===== config.mk =====
export PLATFORM = sky130hd
export DESIGN_NAME = leaf_message_responder_flat
export DESIGN_NICKNAME = d
export VERILOG_FILES = /design/src/rtl/leaf_message_responder_if.sv /design/src/rtl/leaf_message_responder.sv /design/src/flat_wrapper.sv
export SDC_FILE = /design/constraint.sdc
export NUM_CORES = 1
export LEC_CHECK = 0
export CORE_AREA = 2 2 108 121
export CTS_BUF_LIST = sky130_fd_sc_hd__clkbuf_2 sky130_fd_sc_hd__clkbuf_4 sky130_fd_sc_hd__clkbuf_8
export CTS_CLUSTER_DIAMETER = 60
export DETAILED_ROUTE_END_ITERATION = 10
export DIE_AREA = 0 0 110 123
export GPL_TIMING_DRIVEN = 0
export PLACE_DENSITY = 0.86
export SYNTH_ARGS = -nofsm -noshare
export SYNTH_HDL_FRONTEND = slang
export SYNTH_SLANG_ARGS = --single-unit

===== constraint.sdc =====
create_clock -name clk -period 6.8 [get_ports clk]
set_clock_uncertainty 0.1 [all_clocks]
set_input_delay 1.02 -clock clk [delete_from_list [all_inputs] [get_ports clk]]
set_output_delay 1.02 -clock clk [all_outputs]
set_load 0.02 [all_outputs]

===== src/rtl/leaf_message_responder_if.sv =====
// Parent-link bundle for the leaf endpoint.
//   down_rx_*  : 64-bit messages from the root hub (valid/ready)
//   up_tx_*    : 64-bit reports to the root hub (valid/ready)
// master = parent side (drives down words, accepts reports)
// slave  = leaf_message_responder
interface leaf_message_responder_if;
    logic [63:0] down_rx_data;
    logic        down_rx_valid;
    logic        down_rx_ready;
    logic [63:0] up_tx_data;
    logic        up_tx_valid;
    logic        up_tx_ready;

    modport master (
        output down_rx_data, down_rx_valid, up_tx_ready,
        input  down_rx_ready, up_tx_data, up_tx_valid
    );

    modport slave (
        input  down_rx_data, down_rx_valid, up_tx_ready,
        output down_rx_ready, up_tx_data, up_tx_valid
    );
endinterface


===== src/rtl/leaf_message_responder.sv =====
// Leaf-side endpoint of the root-hub channel protocol.
// Consumes CONFIG / SYNDROME / START words addressed to this leaf, drives the
// local decoder, times each decode and returns one latency report per test.
// Ports:
//   clk, reset      : single clock, synchronous active-high reset
//   link (slave)    : parent link, down_rx_* in, up_tx_* out
//   cfg_data/valid  : registered CONFIG payload, one-cycle pulse
//   syndrome_*      : syndrome words passed straight through to the decoder
//   decode_start    : registered one-cycle pulse starting a decode
//   decode_done     : decoder finished (level or pulse)
//   busy            : FSM not in IDLE
module leaf_message_responder #(
    parameter logic [7:0]  FPGA_ID        = 8'd1,
    parameter logic [15:0] TIMEOUT_CYCLES = 16'hFFF0
) (
    input  logic                      clk,
    input  logic                      reset,
    leaf_message_responder_if.slave   link,
    output logic [47:0]               cfg_data,
    output logic                      cfg_valid,
    output logic [47:0]               syndrome_data,
    output logic                      syndrome_valid,
    input  logic                      syndrome_ready,
    output logic                      decode_start,
    input  logic                      decode_done,
    output logic                      busy
);
    localparam logic [7:0] T_CONFIG   = 8'h01;
    localparam logic [7:0] T_SYNDROME = 8'h02;
    localparam logic [7:0] T_START    = 8'h03;
    localparam logic [7:0] R_NORMAL   = 8'h10;
    localparam logic [7:0] R_TIMEOUT  = 8'h11;

    typedef enum logic [1:0] {IDLE, DECODE, REPORT} state_t;

    state_t      state, state_nxt;
    logic [15:0] cycle_cnt;
    logic [15:0] test_id;

    logic [7:0]  msg_dest, msg_type;
    logic        addressed, is_syn, accept;
    logic        cfg_accept, start_accept;
    logic        dec_active, done_hit, tmo_hit, tx_fire;

    assign msg_dest      = link.down_rx_data[63:56];
    assign msg_type      = link.down_rx_data[55:48];
    assign addressed     = (msg_dest == FPGA_ID) || (msg_dest == 8'hFF);
    assign is_syn        = addressed && (msg_type == T_SYNDROME);
    assign syndrome_data = link.down_rx_data[47:0];
    assign busy          = (state != IDLE);

    assign accept       = link.down_rx_valid && link.down_rx_ready;
    assign cfg_accept   = accept && addressed && (msg_type == T_CONFIG);
    assign start_accept = accept && addressed && (msg_type == T_START);

    // The decode_start cycle is excluded so a stale done from the previous
    // test cannot end a fresh decode. cycle_cnt holds 0 through that cycle,
    // so cycle_cnt+1 equals the number of cycles since decode_start.
    assign dec_active = (state == DECODE) && !decode_start;
    assign done_hit   = dec_active && decode_done;
    assign tmo_hit    = dec_active && !decode_done &&
                        ((cycle_cnt + 16'd1) == TIMEOUT_CYCLES);
    assign tx_fire    = link.up_tx_valid && link.up_tx_ready;

    always_ff @(posedge clk) begin
        if (reset) state <= IDLE;
        else       state <= state_nxt;
    end

    // Next state plus the combinational down-link handshake. Only registered
    // state feeds these outputs besides down_rx_data/valid and syndrome_ready.
    always_comb begin
        state_nxt          = state;
        link.down_rx_ready = 1'b0;
        syndrome_valid     = 1'b0;
        unique case (state)
            IDLE: begin
                if (!reset) begin
                    // Syndromes flow through unbuffered; everything else
                    // (including dropped words) is consumed immediately.
                    link.down_rx_ready = is_syn ? syndrome_ready : 1'b1;
                    syndrome_valid     = link.down_rx_valid && is_syn;
                end
                if (start_accept) state_nxt = DECODE;
            end
            DECODE: if (done_hit || tmo_hit) state_nxt = REPORT;
            REPORT: if (tx_fire) state_nxt = IDLE;
            default: state_nxt = IDLE;
        endcase
    end

    always_ff @(posedge clk) begin
        if (reset) begin
            cycle_cnt        <= '0;
            test_id          <= '0;
            cfg_valid        <= 1'b0;
            cfg_data         <= '0;
            decode_start     <= 1'b0;
            link.up_tx_valid <= 1'b0;
            link.up_tx_data  <= '0;
        end else begin
            cfg_valid    <= cfg_accept;
            decode_start <= start_accept;
            if (cfg_accept) cfg_data <= link.down_rx_data[47:0];

            // Saturating guard: the count must never wrap back to 0.
            if (start_accept)
                cycle_cnt <= '0;
            else if (dec_active && cycle_cnt != 16'hFFFF)
                cycle_cnt <= cycle_cnt + 16'd1;

            // Done is checked first so it wins over a same-cycle timeout.
            if (done_hit) begin
                link.up_tx_valid <= 1'b1;
                link.up_tx_data  <= {8'h00, R_NORMAL, FPGA_ID, 8'h00,
                                     test_id, cycle_cnt + 16'd1};
            end else if (tmo_hit) begin
                link.up_tx_valid <= 1'b1;
                link.up_tx_data  <= {8'h00, R_TIMEOUT, FPGA_ID, 8'h00,
                                     test_id, 16'hFFFF};
            end else if (tx_fire) begin
                link.up_tx_valid <= 1'b0;
                test_id          <= test_id + 16'd1;
            end
        end
    end
endmodule


===== src/flat_wrapper.sv =====
// flat-port wrapper written by rule: the top's interface ports become plain ports
module leaf_message_responder_flat 
#(
    parameter logic [7:0]  FPGA_ID        = 8'd1,
    parameter logic [15:0] TIMEOUT_CYCLES = 16'hFFF0
)
  (clk, reset, cfg_data, cfg_valid, syndrome_data, syndrome_valid, syndrome_ready, decode_start, decode_done, busy, link_down_rx_data, link_down_rx_valid, link_up_tx_ready, link_down_rx_ready, link_up_tx_data, link_up_tx_valid);
  leaf_message_responder_if link_i ();
  input  logic clk;
  input  logic reset;
  output logic [47:0] cfg_data;
  output logic cfg_valid;
  output logic [47:0] syndrome_data;
  output logic syndrome_valid;
  input  logic syndrome_ready;
  output logic decode_start;
  input  logic decode_done;
  output logic busy;
  input wire logic [$bits(link_i.down_rx_data)-1:0] link_down_rx_data;
  input wire logic [$bits(link_i.down_rx_valid)-1:0] link_down_rx_valid;
  input wire logic [$bits(link_i.up_tx_ready)-1:0] link_up_tx_ready;
  output wire logic [$bits(link_i.down_rx_ready)-1:0] link_down_rx_ready;
  output wire logic [$bits(link_i.up_tx_data)-1:0] link_up_tx_data;
  output wire logic [$bits(link_i.up_tx_valid)-1:0] link_up_tx_valid;
  assign link_i.down_rx_data = link_down_rx_data;
  assign link_i.down_rx_valid = link_down_rx_valid;
  assign link_i.up_tx_ready = link_up_tx_ready;
  assign link_down_rx_ready = link_i.down_rx_ready;
  assign link_up_tx_data = link_i.up_tx_data;
  assign link_up_tx_valid = link_i.up_tx_valid;
  leaf_message_responder #(.FPGA_ID(FPGA_ID), .TIMEOUT_CYCLES(TIMEOUT_CYCLES)) u_core (.clk(clk), .reset(reset), .link(link_i), .cfg_data(cfg_data), .cfg_valid(cfg_valid), .syndrome_data(syndrome_data), .syndrome_valid(syndrome_valid), .syndrome_ready(syndrome_ready), .decode_start(decode_start), .decode_done(decode_done), .busy(busy));
endmodule

==> impl_metrics.py, run 1 <==
metrics = {
    "pwr": {
        "pwr-share-clk_pct": 44.4,
        "switching_power_mw": 0.370,
        "p_seq_share_pct": 44.9,
        "p_int_mw": 1.18,
        "cellPowerDensity_nw_per_um2": 181,
        "combPwrFrac_pct": 10.8,
        "p_total_mw": 1.55,
        "peakVddDrop_mv": 0.103,
        "p_leak_nw": 3.17,
        "p_sw_share_pct": 23.8,
    },
    "yosys": {
        "yosysMostFrequentCell": "dfxtp_1",
        "syn_avg_cell_area_sq_um": 9.29,
        "yosysSeqAreaShare_pct": 41.0,
        "ys_top_cells_by_area": "dfxtp_1 41%, mux2i_1 11%, buf_4 11%",
        "ys_warn_count": 0,
        "synth-seq-cells": 119,
        "netlist_area_sq_um": 5810,
        "syn_inst": 625,
        "async_flop_share_pct": 0,
        "synth_cell_types": 59,
        "yosys.area.top_type": "dfxtp_1",
        "ys.flop_type": "dfxtp_1",
        "synth-edff-count": 0,
        "netlist.area_leader.share_pct": 41.0,
        "netlist_top_cells_count": "119 x dfxtp_1, 94 x nor2_1, 82 x buf_4",
    },
    "sta": {
        "rsz0062_at_grt": "false",
        "finalSetupViolations": 0,
        "worstMarginPinSlew_ps": 842,
        "final.setup.tns_ps": 0,
        "hold_violations": 0,
        "fmax_mhz": 245,
        "period_needed_ps": 4080,
        "period_share_pct": 60.1,
        "slew_headroom_pct": 43.9,
        "drv_slew": 0,
    },
    "critical_path": {
        "critPathMaxStageDelay_ps": 640,
        "cp_max_fo": 3,
        "crit_path_cell_trace": "clkdlybuf4s50_1 -> nor4_1 -> nand2_1 -> a21oi_1 -> nand2_1 -> nor3_1 -> clkdlybuf4s50_1",
        "critPathLaunchType": "input pin",
        "path_class": "input pin to primary output",
        "cp_slowest_cell": "clkdlybuf4s50_1",
        "critPathTopFamily": "buffers and inverters",
        "cp-end-kind": "primary output",
        "crit_required_ps": 5680,
        "cp_data_arrival_time_ps": 2960,
        "crit_buf_inv": 2,
    },
    "global_routing": {
        "grt_pass1_vias": 4858,
        "gr-total-overflow": 0,
        "antenna_found_initial": 0,
        "grt_first_pass_wirelength_um": 25500,
        "grt_max_degree": 17,
        "track_usage_pct": 25.0,
    },
    "finish": {
        "areaGrowthSynthToFinish_pct": 48.1,
        "nets": 951,
        "fillCellCount": 987,
        "drive_gt1_share_pct": 18.6,
        "n_antenna_cell": 0,
    },
    "placement": {
        "io_buffers": 206,
        "dp_hpwl_um": 13000,
        "gp_congestion": 0.963,
    },
    "flow_run": {
        "max-cap-violations": 0,
    },
    "floorplanning": {
        "rows": 43,
        "core_area_sq_um": 12300,
        "die_w_um": 110,
        "initial_core_util_pct": 47.1,
        "fp.dieH_um": 123,
        "io_pins": 236,
        "dieArea_sq_um": 13500,
    },
    "cts": {
        "cts_buffer_depth": 2,
        "clock_sinks": 119,
        "htree_levels": 4,
        "hold_buffers": 0,
        "clkTransAtPathRegs_ps": 70,
        "clock_latency_ps": 430,
        "cts_buffers": 17,
        "cts_setup_buffers": 0,
        "cts-root-buf": "clkbuf_8",
        "ctsResizeCount": 0,
        "cts_tree": "built",
    },
    "routing": {
        "drcViolationCount": 0,
        "totalWireLength_um": 17400,
        "ant_nets": 0,
        "routedWlPerCell_um": 16.6,
        "drt_iter0_drc": 275,
        "dr_total_vias": 5219,
        "firstDrtPassIters": 5,
        "vias_per_cell": 4.98,
    },
    "min_path": {
        "worstHoldPathType": "flop to flop",
    },
    "run_status": {
        "outcome": "finished clean",
    },
}
==> layer usage <==
metal | share of wire (%) | global-route usage [%] | up-vias | routed length (um)
met1 | 39 | 28.2 | 2398 | 6780
met2 | 48 | 41.8 | 228 | 8290
met3 | 11 | 10.3 | 34 | 1880
li1 | - | - | 2559 | -
met5 | 0 | 0 | - | 0
met4 | 2.5 | 9.57 | 0 | 437
==> worst reg2reg max path, delay by kind of cell, from the launching register on <==
kind | cells | cell delay (ps)
DFF | 1 | 530
buffers and inverters | 1 | 340
adders and majority gates | 1 | 350
AOI/OAI and AO/OA | 1 | 360
and+or+nand+nor | 5 | 1100
xor gates and xnor gates | 1 | 180
==> power groups by stage <==
stage / combinational, mW / sequential [mW] / clock (mW)
after floorplan: 0.0808 / 0.713 / 0
after global placement: 0.165 / 0.713 / 0
after detailed placement: 0.166 / 0.713 / 0
after CTS: 0.166 / 0.696 / 0.699
after global routing: 0.177 / 0.696 / 0.729
final: 0.168 / 0.697 / 0.689
==> cell type report <==
class                           instances  area, sq um  share of cell area, %
Timing Repair Buffer                  206         2060                   24.0
Multi-Input combinational cell        413         2690                   31.3
Buffer                                117          822                   9.56
Inverter                                4         15.0                  0.175
Sequential cell                       119         2380                   27.7
Tap cell                              157          196                   2.28
Clock buffer                           21          283                   3.29
Clock inverter                         11          146                   1.70
==> state kept, by name, summed over array words and instances, names as in the netlist <==
register / count
u_core.cfg_valid: 1
u_core.cycle_cnt: 16
u_core.link.up_tx_valid: 1
u_core.cfg_data: 48
u_core.decode_start: 1
u_core.test_id: 16
u_core.state: 2
u_core.link.up_tx_data: 34
==> per-stage QoR <==
stage	std cells	hold slack (ps)	worst slack [ps]	cell area (sq um)	utilization, %
after floorplan	653	346	3610	5910	-
after global placement	1016	349	2730	8170	66.3
after detailed placement	1016	368	2750	8170	66.3
after CTS	1048	381	2730	8600	69.8
after global routing	1048	402	2540	8600	69.8
final	1048	373	2720	8600	69.8
==> final timing paths <==
| check | startpoint | endpoint | slack, ps | depth (start not counted) |
|---|---|---|---|---|
| setup / recovery | link_down_rx_data[61] | syndrome_valid | 2720 | 7 |
| hold reg to reg | u_core.link.up_tx_data[40] | u_core.link.up_tx_data[40] | 370 | 2 |
| setup reg to reg | u_core.cycle_cnt[0] | u_core.cycle_cnt[11] | 3720 | 9 |
| hold / removal | u_core.link.up_tx_data[40] | u_core.link.up_tx_data[40] | 370 | 2 |
==> layout by cell type (no fill, tap or decap), drive strengths merged, types with 3 or more instances in the layout <==
cell type | netlist | layout
a211oi | 10 | 10
a21oi | 23 | 23
and2 | 6 | 6
and3 | 6 | 6
and4 | 5 | 5
buf | 102 | 102
bufinv | 0 | 3
clkbuf | 15 | 36
clkdlybuf4s50 | 0 | 206
clkinvlp | 0 | 5
conb | 1 | 29
dfxtp | 119 | 119
ha | 3 | 3
inv | 4 | 5
mux2i | 65 | 65
nand2 | 24 | 24
nand2b | 4 | 4
nand3 | 18 | 18
nand4 | 12 | 12
nor2 | 95 | 95
nor3 | 23 | 23
nor3b | 3 | 3
o21ai | 10 | 10
o31ai | 10 | 10
or2 | 3 | 3
or3 | 7 | 7
or4 | 9 | 9
xnor2 | 10 | 10
xor2 | 17 | 17
==> cells by family after synthesis <==
| kind of cell | Yosys count | share of synthesized area (%) |
|---|---|---|
| flops | 119 | 41.0 |
| fa+ha+maj | 3 | 0.646 |
| compound gates | 62 | 7.74 |
| other cells | 1 | 0.0646 |
| buf+inv | 121 | 14.4 |
| mux | 66 | 11.4 |
| xor+xnor | 27 | 4.20 |
| simple gates | 226 | 20.5 |
Note: power is estimated with default switching activity, not from simulation.
==> run 2, diff against run 1 <==
--- a/config.mk
+++ b/config.mk
@@ -5,13 +5,13 @@
 export SDC_FILE = /design/constraint.sdc
 export NUM_CORES = 1
 export LEC_CHECK = 0
-export CORE_AREA = 2 2 108 121
+export CORE_AREA = 2 2 112 125
 export CTS_BUF_LIST = sky130_fd_sc_hd__clkbuf_2 sky130_fd_sc_hd__clkbuf_4 sky130_fd_sc_hd__clkbuf_8
 export CTS_CLUSTER_DIAMETER = 60
 export DETAILED_ROUTE_END_ITERATION = 10
-export DIE_AREA = 0 0 110 123
+export DIE_AREA = 0 0 114 127
 export GPL_TIMING_DRIVEN = 0
-export PLACE_DENSITY = 0.86
+export PLACE_DENSITY = 0.81
 export SYNTH_ARGS = -nofsm -noshare
 export SYNTH_HDL_FRONTEND = slang
 export SYNTH_SLANG_ARGS = --single-unit
==> constraint.sdc (replaced) <==
create_clock -name clk -period 4.1 [get_ports clk]
set_clock_uncertainty 0.1 [all_clocks]
set_input_delay 0.615 -clock clk [delete_from_list [all_inputs] [get_ports clk]]
set_output_delay 0.615 -clock clk [all_outputs]
set_load 0.02 [all_outputs]
==> run 2 against run 1 <==
First-iteration DRC count rose by 37%. Critical path depth did not move. Design area fell by 0.63%. Sequential share of layout area rose by 0.17 points. Highest routed layer unchanged. Sequential cell count did not move. Largest power group unchanged. Register-to-register slack got worse by 2700 ps. Combinational power rose by 64%. Count of clock-buffer cells in the layout rose by 2. Non-clock buffer count did not move. Largest cell class unchanged.
==> impl_metrics.py, run 2 (synthesis results as in run 1) <==
metrics = {
    "min_path": {
        "hold_path_end": "u_core.link.up_tx_data[9]",
        "hold_depth": 2,
        "worstHoldPathType": "flop to flop",
        "holdCritStartpoint": "u_core.link.up_tx_data[9]",
    },
    "floorplanning": {
        "fp.dieH_um": 127,
        "die_w_um": 114,
        "core_area_sq_um": 13100,
        "dieArea_sq_um": 14500,
        "initial_core_util_pct": 44.3,
        "rows": 44,
        "io_pins": 236,
    },
    "critical_path": {
        "reg2reg_from": "u_core.cycle_cnt[0]",
        "critPathLaunchType": "input pin",
        "cp-end-kind": "primary output",
        "path_class": "input pin to primary output",
        "cp_max_fo": 3,
        "rr_endpoint": "u_core.cycle_cnt[5]",
        "cp_data_arrival_time_ps": 2500,
        "reg2reg_slack_ps": 1050,
        "crit_required_ps": 3380,
        "reg2regPathDepth": 9,
    },
    "placement": {
        "dp_hpwl_um": 13100,
        "io_buffers": 206,
        "place_inst": 1020,
        "place_area_sq_um": 8180,
        "gp_congestion": 0.931,
    },
    "finish": {
        "top_regs": "u_core.cfg_data (48), u_core.link.up_tx_data (34)",
        "multi_input_area_sq_um": 2690,
        "stdcell_area_sq_um": 8550,
        "n_antenna_cell": 0,
        "register_area_sq_um": 2380,
        "areaGrowthSynthToFinish_pct": 47.2,
        "most-common-layout-cells": "206 x clkdlybuf4s50_1, 119 x dfxtp_1, 94 x nor2_1",
        "nets": 951,
        "instances_no_fill": 1047,
        "regMostFlops": "u_core.cfg_data",
        "fillCellCount": 1111,
        "largest_reg_flops": 48,
        "layout_commonest_cell": "clkdlybuf4s50_1",
        "drive_gt1_share_pct": 18.2,
    },
    "cts": {
        "cts_buffer_depth": 2,
        "hold_buffers": 0,
        "clkTransAtPathRegs_ps": 70,
        "cts_buffers": 17,
        "clock_latency_ps": 450,
        "cts_tree": "built",
        "htree_levels": 4,
        "clock_sinks": 119,
        "cts_setup_buffers": 0,
        "ctsResizeCount": 0,
        "cts-root-buf": "clkbuf_8",
    },
    "global_routing": {
        "gr-total-overflow": 0,
        "grt_max_degree": 17,
        "grt_first_pass_wirelength_um": 26100,
        "grt_pass1_vias": 4829,
        "track_usage_pct": 23.4,
        "antenna_found_initial": 0,
    },
    "pwr": {
        "switching_power_mw": 0.561,
        "p_sw_share_pct": 22.8,
        "combPwrFrac_pct": 11.2,
        "p_total_mw": 2.46,
        "cellPowerDensity_nw_per_um2": 288,
        "p_leak_nw": 3.16,
        "p_int_mw": 1.90,
        "pwr-share-clk_pct": 41.7,
        "peakVddDrop_mv": 0.152,
        "p_seq_share_pct": 47.0,
    },
    "routing": {
        "ant_nets": 0,
        "totalWireLength_um": 17200,
        "drcViolationCount": 0,
        "vias_per_cell": 4.90,
        "firstDrtPassIters": 7,
        "drt_iter0_drc": 377,
        "dr_total_vias": 5134,
        "routedWlPerCell_um": 16.4,
    },
    "sta": {
        "fmax_mhz": 311,
        "rsz0062_at_grt": "false",
        "finalSetupViolations": 0,
        "slew_headroom_pct": 46.5,
        "drv_slew": 0,
        "worstMarginPinSlew_ps": 802,
        "period_needed_ps": 3210,
        "hold_violations": 0,
        "final.setup.tns_ps": 0,
        "period_share_pct": 78.4,
        "hold_ws_ps": 379,
    },
    "run_status": {
        "outcome": "finished clean",
    },
    "flow_run": {
        "max-cap-violations": 0,
    },
}
-- run 2: layout make-up --
cell class	instances	share of cell area, %
timing repair buffer	206	24.1
tap	161	2.36
inverter	4	0.176
sequential	119	27.9
multi-input combinational	413	31.5
buffer	117	9.62
clock inverter	4	0.849
clock buffer	23	3.48
-- run 2: layer usage --
layer  routed length [um]  vias up  part of all wire [%]  GRT usage, %
li1                     -     2558                     -             -
met1                 6770     2338                    39          26.4
met2                 8170      208                    48          39.0
met3                 1760       30                    10          9.96
met4                  462        0                   2.7          9.04
met5                    0        -                     0             0
-- run 2: worst max-delay path by stage --
stage / startpoint / end / slack [ps]
after floorplan: u_core.cycle_cnt[0] / u_core.test_id[6] / 1640
after global placement: link_down_rx_data[61] / syndrome_valid / 870
after detailed placement: link_down_rx_data[61] / syndrome_valid / 870
after CTS: link_down_rx_data[61] / syndrome_valid / 870
after global routing: link_down_rx_data[52] / syndrome_valid / 690
final: link_down_rx_data[61] / syndrome_valid / 890
-- run 2: critical path, cell delays in order --
cell and delay, ps:
clkdlybuf4s50_1 420, nor4_1 280, nand2_1 80, a21oi_1 170
nand2_1 110, nor3_1 190, clkdlybuf4s50_1 640
-- run 2: per-stage QoR --
step / setup slack [ps] / utilization [%]
finish: 887 / 65.2
global route: 687 / 65.2
CTS: 866 / 65.2
detailed placement: 873 / 62.4
global placement: 869 / 62.4
floorplan: 1640 / -
-- run 2: power groups by stage --
stage / clock, mW / combinational, mW / sequential, mW
2_1_floorplan: 0 / 0.134 / 1.18
3_3_place_gp: 0 / 0.274 / 1.18
3_5_place_dp: 0 / 0.274 / 1.18
4_1_cts: 1.04 / 0.276 / 1.16
5_1_grt: 1.10 / 0.289 / 1.16
6_report: 1.03 / 0.276 / 1.16
==> run 3, diff against run 2 <==
--- a/config.mk
+++ b/config.mk
@@ -5,13 +5,13 @@
 export SDC_FILE = /design/constraint.sdc
 export NUM_CORES = 1
 export LEC_CHECK = 0
-export CORE_AREA = 2 2 112 125
+export CORE_AREA = 2 2 118 132
 export CTS_BUF_LIST = sky130_fd_sc_hd__clkbuf_2 sky130_fd_sc_hd__clkbuf_4 sky130_fd_sc_hd__clkbuf_8
 export CTS_CLUSTER_DIAMETER = 60
 export DETAILED_ROUTE_END_ITERATION = 10
-export DIE_AREA = 0 0 114 127
+export DIE_AREA = 0 0 120 134
 export GPL_TIMING_DRIVEN = 0
-export PLACE_DENSITY = 0.81
+export PLACE_DENSITY = 0.76
 export SYNTH_ARGS = -nofsm -noshare
 export SYNTH_HDL_FRONTEND = slang
 export SYNTH_SLANG_ARGS = --single-unit
==> constraint.sdc (replaced) <==
create_clock -name clk -period 2.81 [get_ports clk]
set_clock_uncertainty 0.1 [all_clocks]
set_input_delay 0.4215 -clock clk [delete_from_list [all_inputs] [get_ports clk]]
set_output_delay 0.4215 -clock clk [all_outputs]
set_load 0.02 [all_outputs]
==> run 3 against run 2 <==
Design area grew 1.9%. Global-route usage shrank 2.5 points. Sequential cell count is the same. Clock power grew 77%. First-iteration DRC count shrank 23%. Core utilization shrank 6.2 points. Worst hold slack lost 11 ps. Die area grew 11%. Critical path type is now flop to flop. Critical endpoint is now u_core.link.up_tx_data[17].
==> impl_metrics.py, run 3 (synthesis results as in run 1) <==
metrics = {
    "critical_path": {
        "cp_slowest_cell": "dfxtp_2",
        "critPathTopFamily": "simple AND/OR/NAND/NOR gates",
        "cp-end-kind": "flop",
        "crit_buf_inv": 2,
        "path_common_cell": "buf_6",
        "path_class": "flop to flop",
        "crit_required_ps": 3010,
        "cp_max_fo": 10,
        "cp_data_arrival_time_ps": 2860,
        "critPathLaunchType": "flop",
        "critPathMaxStageDelay_ps": 460,
        "crit_path_cell_trace": "ha_4 -> nand3_2 -> or3_1 -> a21oi_1 -> nand4bb_1 -> o21ai_1 -> buf_6 -> buf_6 -> mux2i_1 -> nor2_1",
    },
    "run_status": {
        "outcome": "finished clean",
    },
    "sta": {
        "period_share_pct": 94.8,
        "slew_headroom_pct": 45.4,
        "rsz0062_at_grt": "false",
        "hold_violations": 0,
        "final.setup.tns_ps": 0,
        "worstMarginPinSlew_ps": 819,
        "hold_ws_ps": 368,
        "period_needed_ps": 2660,
        "finalSetupViolations": 0,
        "fmax_mhz": 376,
        "drv_slew": 0,
    },
    "routing": {
        "drt_iter0_drc": 290,
        "firstDrtPassIters": 4,
        "dr_total_vias": 5180,
        "ant_nets": 0,
        "routedWlPerCell_um": 15.9,
        "drcViolationCount": 0,
        "totalWireLength_um": 17300,
        "vias_per_cell": 4.77,
    },
    "cts": {
        "cts_buffer_depth": 2,
        "ctsResizeCount": 5,
        "clkTransAtPathRegs_ps": 70,
        "cts-root-buf": "clkbuf_8",
        "clock_sinks": 119,
        "cts_tree": "built",
        "clock_latency_ps": 440,
        "cts_setup_buffers": 0,
        "hold_buffers": 0,
        "htree_levels": 4,
        "cts_buffers": 17,
    },
    "global_routing": {
        "track_usage_pct": 20.9,
        "antenna_found_initial": 0,
        "grt_max_degree": 17,
        "grt_first_pass_wirelength_um": 25800,
        "gr-total-overflow": 0,
        "grt_pass1_vias": 4692,
    },
    "floorplanning": {
        "initial_core_util_pct": 39.3,
        "rows": 47,
        "core_area_sq_um": 14800,
        "die_w_um": 120,
        "dieArea_sq_um": 16100,
        "io_pins": 236,
        "fp.dieH_um": 134,
    },
    "pwr": {
        "cellPowerDensity_nw_per_um2": 449,
        "p_total_mw": 3.91,
        "p_leak_nw": 3.20,
        "peakVddDrop_mv": 0.260,
    },
    "finish": {
        "instances_no_fill": 1086,
        "largest_reg_flops": 48,
        "areaGrowthSynthToFinish_pct": 49.9,
        "n_antenna_cell": 0,
        "most-common-layout-cells": "204 x clkdlybuf4s50_1, 117 x dfxtp_1, 93 x nor2_1",
        "nets": 951,
        "top_regs": "u_core.cfg_data (48), u_core.link.up_tx_data (34)",
        "regMostFlops": "u_core.cfg_data",
        "layout_commonest_cell": "clkdlybuf4s50_1",
        "drive_gt1_share_pct": 19.1,
    },
    "placement": {
        "gp_congestion": 0.954,
        "place_inst": 1055,
        "io_buffers": 206,
        "dp_hpwl_um": 13100,
    },
    "flow_run": {
        "max-cap-violations": 0,
    },
    "min_path": {
        "worstHoldPathType": "flop to flop",
    },
}
-- run 3: worst paths after layout --
path                                                 from                         end  slack [ps]  cells past startpoint
worst max-delay path                  u_core.cycle_cnt[0]  u_core.link.up_tx_data[17]         150                     10
worst min register to register  u_core.link.up_tx_data[9]   u_core.link.up_tx_data[9]         370                      2
worst max register to register        u_core.cycle_cnt[0]  u_core.link.up_tx_data[17]         150                     10
worst min-delay path            u_core.link.up_tx_data[9]   u_core.link.up_tx_data[9]         370                      2
-- run 3: metal layers --
| metal | up-vias | track usage [%] | routed length (um) |
|---|---|---|---|
| met4 | 0 | 7.58 | 293 |
| met3 | 20 | 7.44 | 1610 |
| met1 | 2381 | 24.6 | 7100 |
| met5 | - | 0 | 0 |
| met2 | 218 | 34.9 | 8270 |
| li1 | 2561 | - | - |
-- run 3: report_power, final --
group	internal [mW]	total (mW)	switching, mW
clock network	1.14	1.82	0.679
logic	0.219	0.404	0.185
registers	1.69	1.69	0.00000826
-- run 3: final cells by class --
class	instances	area, sq um
inverters	4	15.0
flip-flops and latches	119	2380
plain buffers	117	826
clock inverters	8	170
fillers	1310	6050
multi-input cells	413	2720
well taps	196	245
repair buffers	206	2060
clock buffers	23	292
-- run 3: through the flow --
stage	worst slack, ps	instance area, sq um	util, %
floorplan	352	5910	-
CTS	50.6	8680	58.8
global placement	-193	8220	55.7
global route	35.6	8710	59.0
finish	147	8710	59.0
detailed placement	-198	8220	55.7
-- run 3: worst reg2reg max path: cells and delay by family (launching register included) --
family	cells	cell delay, ps
buf+inv	2	420
flops	1	460
compound gates	2	410
fa+ha+maj	1	210
mux	1	220
simple gates	4	720
